--- config.mk ---
export PLATFORM = sky130hd
export DESIGN_NAME = sha256_padder
export DESIGN_NICKNAME = d
export VERILOG_FILES = /design/src/rtl/sha256_padder.sv
export SDC_FILE = /design/constraint.sdc
export NUM_CORES = 1
export LEC_CHECK = 0
export CELL_PAD_IN_SITES_DETAIL_PLACEMENT = 1
export CELL_PAD_IN_SITES_GLOBAL_PLACEMENT = 2
export CORE_MARGIN = 2
export CORE_UTILIZATION = 35
export CTS_CLUSTER_DIAMETER = 60
export DETAILED_ROUTE_END_ITERATION = 16
export HOLD_SLACK_MARGIN = 0.03
export PLACE_DENSITY_LB_ADDON = 0.2
export SYNTH_ARGS = -nofsm -noshare
export SYNTH_HDL_FRONTEND = slang
export SYNTH_SLANG_ARGS = --single-unit
--- constraint.sdc ---
create_clock -name clk -period 9.1 [get_ports clk]
set_input_delay 1.365 -clock clk [delete_from_list [all_inputs] [get_ports clk]]
set_output_delay 1.365 -clock clk [all_outputs]
set_load 0.005 [all_outputs]
--- src/rtl/sha256_padder.sv ---
// SHA-256 message padder: packs big-endian 32-bit words into 512-bit blocks and applies the 0x80 marker, zero fill and 64-bit length.
// Latency: a block is valid the cycle after its completing word is accepted. Input stalls (in_ready low) while a block waits for block_ready.
module sha256_padder (
  input  logic         clk,
  input  logic         rst_n,
  input  logic [31:0]  in_data,
  input  logic         in_valid,
  output logic         in_ready,
  input  logic         in_last,
  input  logic [2:0]   in_nbytes,
  output logic [511:0] block_out,
  output logic         block_valid,
  input  logic         block_ready,
  output logic         block_first,
  output logic         block_last
);

  typedef enum logic [1:0] {FILL, EMIT, PAD2} state_t;

  state_t         state_q, state_d;
  logic [511:0]   buf_q, buf_d;
  logic [3:0]     idx_q, idx_d;
  logic [63:0]    len_q, len_d;
  logic           first_pend_q, first_pend_d;
  logic           pad2_pend_q, pad2_pend_d;
  logic           pad2_mark_q, pad2_mark_d;
  logic           in_ready_q, in_ready_d;
  logic           valid_q, valid_d;
  logic           first_q, first_d;
  logic           last_q, last_d;

  logic [2:0]     nb;
  logic [31:0]    last_word;
  logic [63:0]    len_fin;
  logic [4:0]     p;
  logic [511:0]   fill_blk;

  assign in_ready    = in_ready_q;
  assign block_out   = buf_q;
  assign block_valid = valid_q;
  assign block_first = first_q;
  assign block_last  = last_q;

  // Final-word shaping: keep the valid bytes and drop the marker right behind them.
  always_comb begin
    nb = (in_nbytes > 3'd4) ? 3'd4 : in_nbytes;
    case (nb)
      3'd0:    last_word = 32'h8000_0000;
      3'd1:    last_word = {in_data[31:24], 24'h80_0000};
      3'd2:    last_word = {in_data[31:16], 16'h8000};
      3'd3:    last_word = {in_data[31:8], 8'h80};
      default: last_word = in_data;
    endcase
    len_fin = len_q + {58'd0, nb, 3'd0};
    p = (nb == 3'd4) ? ({1'b0, idx_q} + 5'd1) : {1'b0, idx_q};

    fill_blk = buf_q;
    for (int w = 0; w < 16; w++) begin
      if (5'(w) == {1'b0, idx_q}) begin
        fill_blk[511-32*w -: 32] = last_word;
      end else if (5'(w) > {1'b0, idx_q}) begin
        if ((nb == 3'd4) && (5'(w) == p)) fill_blk[511-32*w -: 32] = 32'h8000_0000;
        else                              fill_blk[511-32*w -: 32] = 32'h0;
      end
    end
    if (p <= 5'd13) fill_blk[63:0] = len_fin;
  end

  always_comb begin
    state_d      = state_q;
    buf_d        = buf_q;
    idx_d        = idx_q;
    len_d        = len_q;
    first_pend_d = first_pend_q;
    pad2_pend_d  = pad2_pend_q;
    pad2_mark_d  = pad2_mark_q;
    valid_d      = valid_q;
    first_d      = first_q;
    last_d       = last_q;

    case (state_q)
      FILL: begin
        if (in_valid && in_ready_q) begin
          if (!in_last) begin
            for (int w = 0; w < 16; w++) begin
              if (4'(w) == idx_q) buf_d[511-32*w -: 32] = in_data;
            end
            idx_d = idx_q + 4'd1;
            len_d = len_q + 64'd32;
            if (idx_q == 4'd15) begin
              state_d      = EMIT;
              valid_d      = 1'b1;
              first_d      = first_pend_q;
              last_d       = 1'b0;
              first_pend_d = 1'b0;
              pad2_pend_d  = 1'b0;
            end
          end else begin
            buf_d        = fill_blk;
            len_d        = len_fin;
            state_d      = EMIT;
            valid_d      = 1'b1;
            first_d      = first_pend_q;
            first_pend_d = 1'b0;
            // Length only fits if the marker landed at or before W13.
            if (p <= 5'd13) begin
              last_d      = 1'b1;
              pad2_pend_d = 1'b0;
            end else begin
              last_d      = 1'b0;
              pad2_pend_d = 1'b1;
              pad2_mark_d = (p == 5'd16);
            end
          end
        end
      end
      EMIT: begin
        if (block_ready) begin
          valid_d = 1'b0;
          first_d = 1'b0;
          last_d  = 1'b0;
          if (pad2_pend_q) begin
            state_d = PAD2;
          end else begin
            state_d = FILL;
            idx_d   = 4'd0;
            buf_d   = '0;
            if (last_q) begin
              len_d        = 64'd0;
              first_pend_d = 1'b1;
            end
          end
        end
      end
      PAD2: begin
        buf_d          = '0;
        buf_d[511:480] = pad2_mark_q ? 32'h8000_0000 : 32'h0;
        buf_d[63:0]    = len_q;
        state_d        = EMIT;
        valid_d        = 1'b1;
        first_d        = 1'b0;
        last_d         = 1'b1;
        pad2_pend_d    = 1'b0;
        pad2_mark_d    = 1'b0;
      end
      default: state_d = FILL;
    endcase

    in_ready_d = (state_d == FILL);
  end

  always_ff @(posedge clk or negedge rst_n) begin
    if (!rst_n) begin
      state_q      <= FILL;
      buf_q        <= '0;
      idx_q        <= 4'd0;
      len_q        <= 64'd0;
      first_pend_q <= 1'b1;
      pad2_pend_q  <= 1'b0;
      pad2_mark_q  <= 1'b0;
      in_ready_q   <= 1'b0;
      valid_q      <= 1'b0;
      first_q      <= 1'b0;
      last_q       <= 1'b0;
    end else begin
      state_q      <= state_d;
      buf_q        <= buf_d;
      idx_q        <= idx_d;
      len_q        <= len_d;
      first_pend_q <= first_pend_d;
      pad2_pend_q  <= pad2_pend_d;
      pad2_mark_q  <= pad2_mark_d;
      in_ready_q   <= in_ready_d;
      valid_q      <= valid_d;
      first_q      <= first_d;
      last_q       <= last_d;
    end
  end

endmodule
==> metrics <==
Clock Path Buffers 3; total nets after synthesis 3187; pwr/cell area 338.4 mW/mm^2; vias in the first global route 28514; Routed Antenna Nets 0; clock sinks approximately 600; worst min path class reg -> reg; fin worst setup slack 3.856 ns; drt via density 6.123; crit path kind in -> reg; Post-Synth Adder-Cell Area 0.5427%; area grow syn2layout 29.42%; mux cell area share after synthesis 0.6374%; Critical Path Source Type input pin; fmax 0.1907 GHz; global-route wire length before repair 202.7 mm; setup_tns 0 ns; Die H 292.1 um; status finished clean; global route overflow 0; Area contributors post-synth dfrtp_1, o21ai_0, nand2_1; unrepaired setup endpoints after global routing false; Post-synth top flop dfrtp_1; area leader, netlist dfrtp_1; clk root buf clkbuf_16; dpl cell area 0.03516 sq mm; standard-cell row count roughly 110; placed cells 4495; slew margin rel. 5.311%; #FFs+latches synth 586; total die area around 0.085 sq mm; cts hold-fix bufs 0; vias ~28000; HP Start block_out[199]; most common cell after layout, fill and taps aside dfrtp_1; Synth Area in XOR/XNOR less than 1%; distinct cell type count after synthesis 96; yosys warns 0; design area ~0.038 sq mm; max cap viols 0; total core area 0.08211 sq mm; clock transition at the registers of the reported paths 0.06 ns; Synth Area in Compound Gates 28.35%; TritonCTS Buffers 73; Syn Area/Cell 9.266 sq um; worst slack at placement 3.520 ns; initial antenna violation count 4; fin cells 4630; main combinational cell family by area after synthesis compound AO/OA/AOI/OAI gates; Worst-Margin Slew roughly 1.4 ns; met3 wire length 7.771 mm; DRC Markers 0; Setup crit start in_nbytes[2]; worst path arrival time 5.77 ns; Hold Vio Cnt, Final 0; R2R Setup Slk 4.86 ns; r2r startpoint idx_q[1]; Cells after Synth around 3100; gr usage total a little under a third; DP Wirelength around 98 mm; worst clock skew 0.02131 ns; routed length on met2 65.50 mm; die width just under 300 um; largest net degree at the start of global routing 151; CP endpoint kind flip-flop; Final GP Congestion roughly 0.91; commonest non-fill, non-tap cells in the layout dfrtp_1, clkdlybuf4s50_1, nand2_1, o21ai_0, a21o_1; number of gates resized after CTS 0; crit share post-route 57.63%; 1st-pass router iterations 5; clk_lat worst skew around 0.63 ns; Tmin final 5.244 ns; final wirelength 138.7 mm; layout cells sized above 1 about 6.9%; M1 WL 58.36 mm; CTS tree done; uppermost layer routed met5; Finish-stage setup viols 0; worst vdd rail ir drop 0.0001471 V; Post-synth EDFFs 0; H-tree levels 3; Port Buf Inserts 555; Post-CTS Repair Setup Buffers 0; Synth Area in Simple Gates 14.05%; R2R depth 8; final net count 3552; area share of the largest cell type after synthesis 50.39%; DRT iter0 DRCs 2226; # IOs 556; FF-to-FF End block_out[61]; wire per inst 29.96 um; Seq/Total Area, Yosys 50.48%; Initial Utilization 35.38%; Cell Area, Synth between 0.02 and 0.03 sq mm; worst-path fanout max 22; Post-synth ARST share 100.0%; CP Data Required Time 9.62 ns; crit path to len_q[34]; Final Max Slew Viols 0; Leak 16.17 nW
## synth_stat cells (16+ instances only)
master    count
a211oi_1    175
a21o_1      183
a21oi_1     139
a221oi_1     26
a31oi_1      45
and2_1       17
and3_1       32
clkbuf_1    279
dfrtp_1     585
inv_1        20
nand2_1     441
nand3_1      52
nand4_1      31
nor2_1      132
nor2b_1      26
nor3_1       32
nor4_1       27
o21ai_0     427
o31ai_1     116
o41ai_1      16
xnor2_1      22
## worst min-delay path by stage
stage / slack (ns) / depth (start not counted) / to
final: 0.47 / 2 / block_out[199]
after global routing: 0.48 / 1 / block_out[427]
after global placement: 0.46 / 2 / block_out[311]
after detailed placement: 0.46 / 2 / block_out[231]
after floorplan: 0.46 / 2 / block_out[0]
after CTS: 0.48 / 2 / block_out[2]
## power breakdown
part	internal, mW	switching, mW
logic	2.33	3.18
clock network	1.76	1.22
registers	3.51	0.715
total	7.60	5.12
## registers in the layout (all words and copies together), names as in the netlist
register	count
pad2_mark_q	1
block_first	1
block_last	1
block_valid	1
block_out	512
first_pend_q	1
pad2_pend_q	1
state_q	2
in_ready	1
idx_q	4
len_q	61
## final cells by class
class	count	area, sq um
Sequential cell	586	14670
Antenna cell	3	7.507
Fill cell	9168	44510
Tap cell	1070	1339
Inverter	21	78.83
Multi-Input combinational cell	2207	13080
Clock buffer	106	2102
Clock inverter	26	326.6
Timing Repair Buffer	611	6001
## layer usage
| metal | vias up | GRT usage [%] |
|---|---|---|
| li1 | 12204 | - |
| met3 | 284 | 4.536 |
| met4 | 2 | 14.80 |
| met5 | - | 0 |
| met1 | 14710 | 41.57 |
| met2 | 1149 | 52.09 |
## critical path: stages
cell and delay, ns:
clkdlybuf4s50_1 0.98, nand2b_1 0.29, inv_1 0.07, ha_1 0.29, a211oi_1 0.14, nor4_1 1.19, o21ai_1 0.52, nor2_1 0.60
nand3_1 0.13, o21ai_0 0.19
## through the flow
| stage | power, mW | util, % | hold WS (ns) |
|---|---|---|---|
| after global routing | 13.30 | 45.78 | 0.4838 |
| after detailed placement | 9.739 | 42.82 | 0.4645 |
| after global placement | 9.588 | 42.82 | 0.4597 |
| after floorplan | 6.343 | - | 0.4628 |
| after CTS | 12.75 | 45.78 | 0.4782 |
| final | 12.72 | 45.79 | 0.4725 |
## cell families (layout without fill, tap and decap cells)
logic type / Yosys count / after routing
XOR/XNOR: 29 / 29
AO/OA/AOI/OAI: 1273 / 1273
buffers and inverters: 342 / 764
multiplexers: 17 / 17
flip-flops: 586 / 586
AND/OR/NAND/NOR: 876 / 876
adder cells (fa/ha/maj): 12 / 12
other: 0 / 3
(Power assumes the default switching activity.)
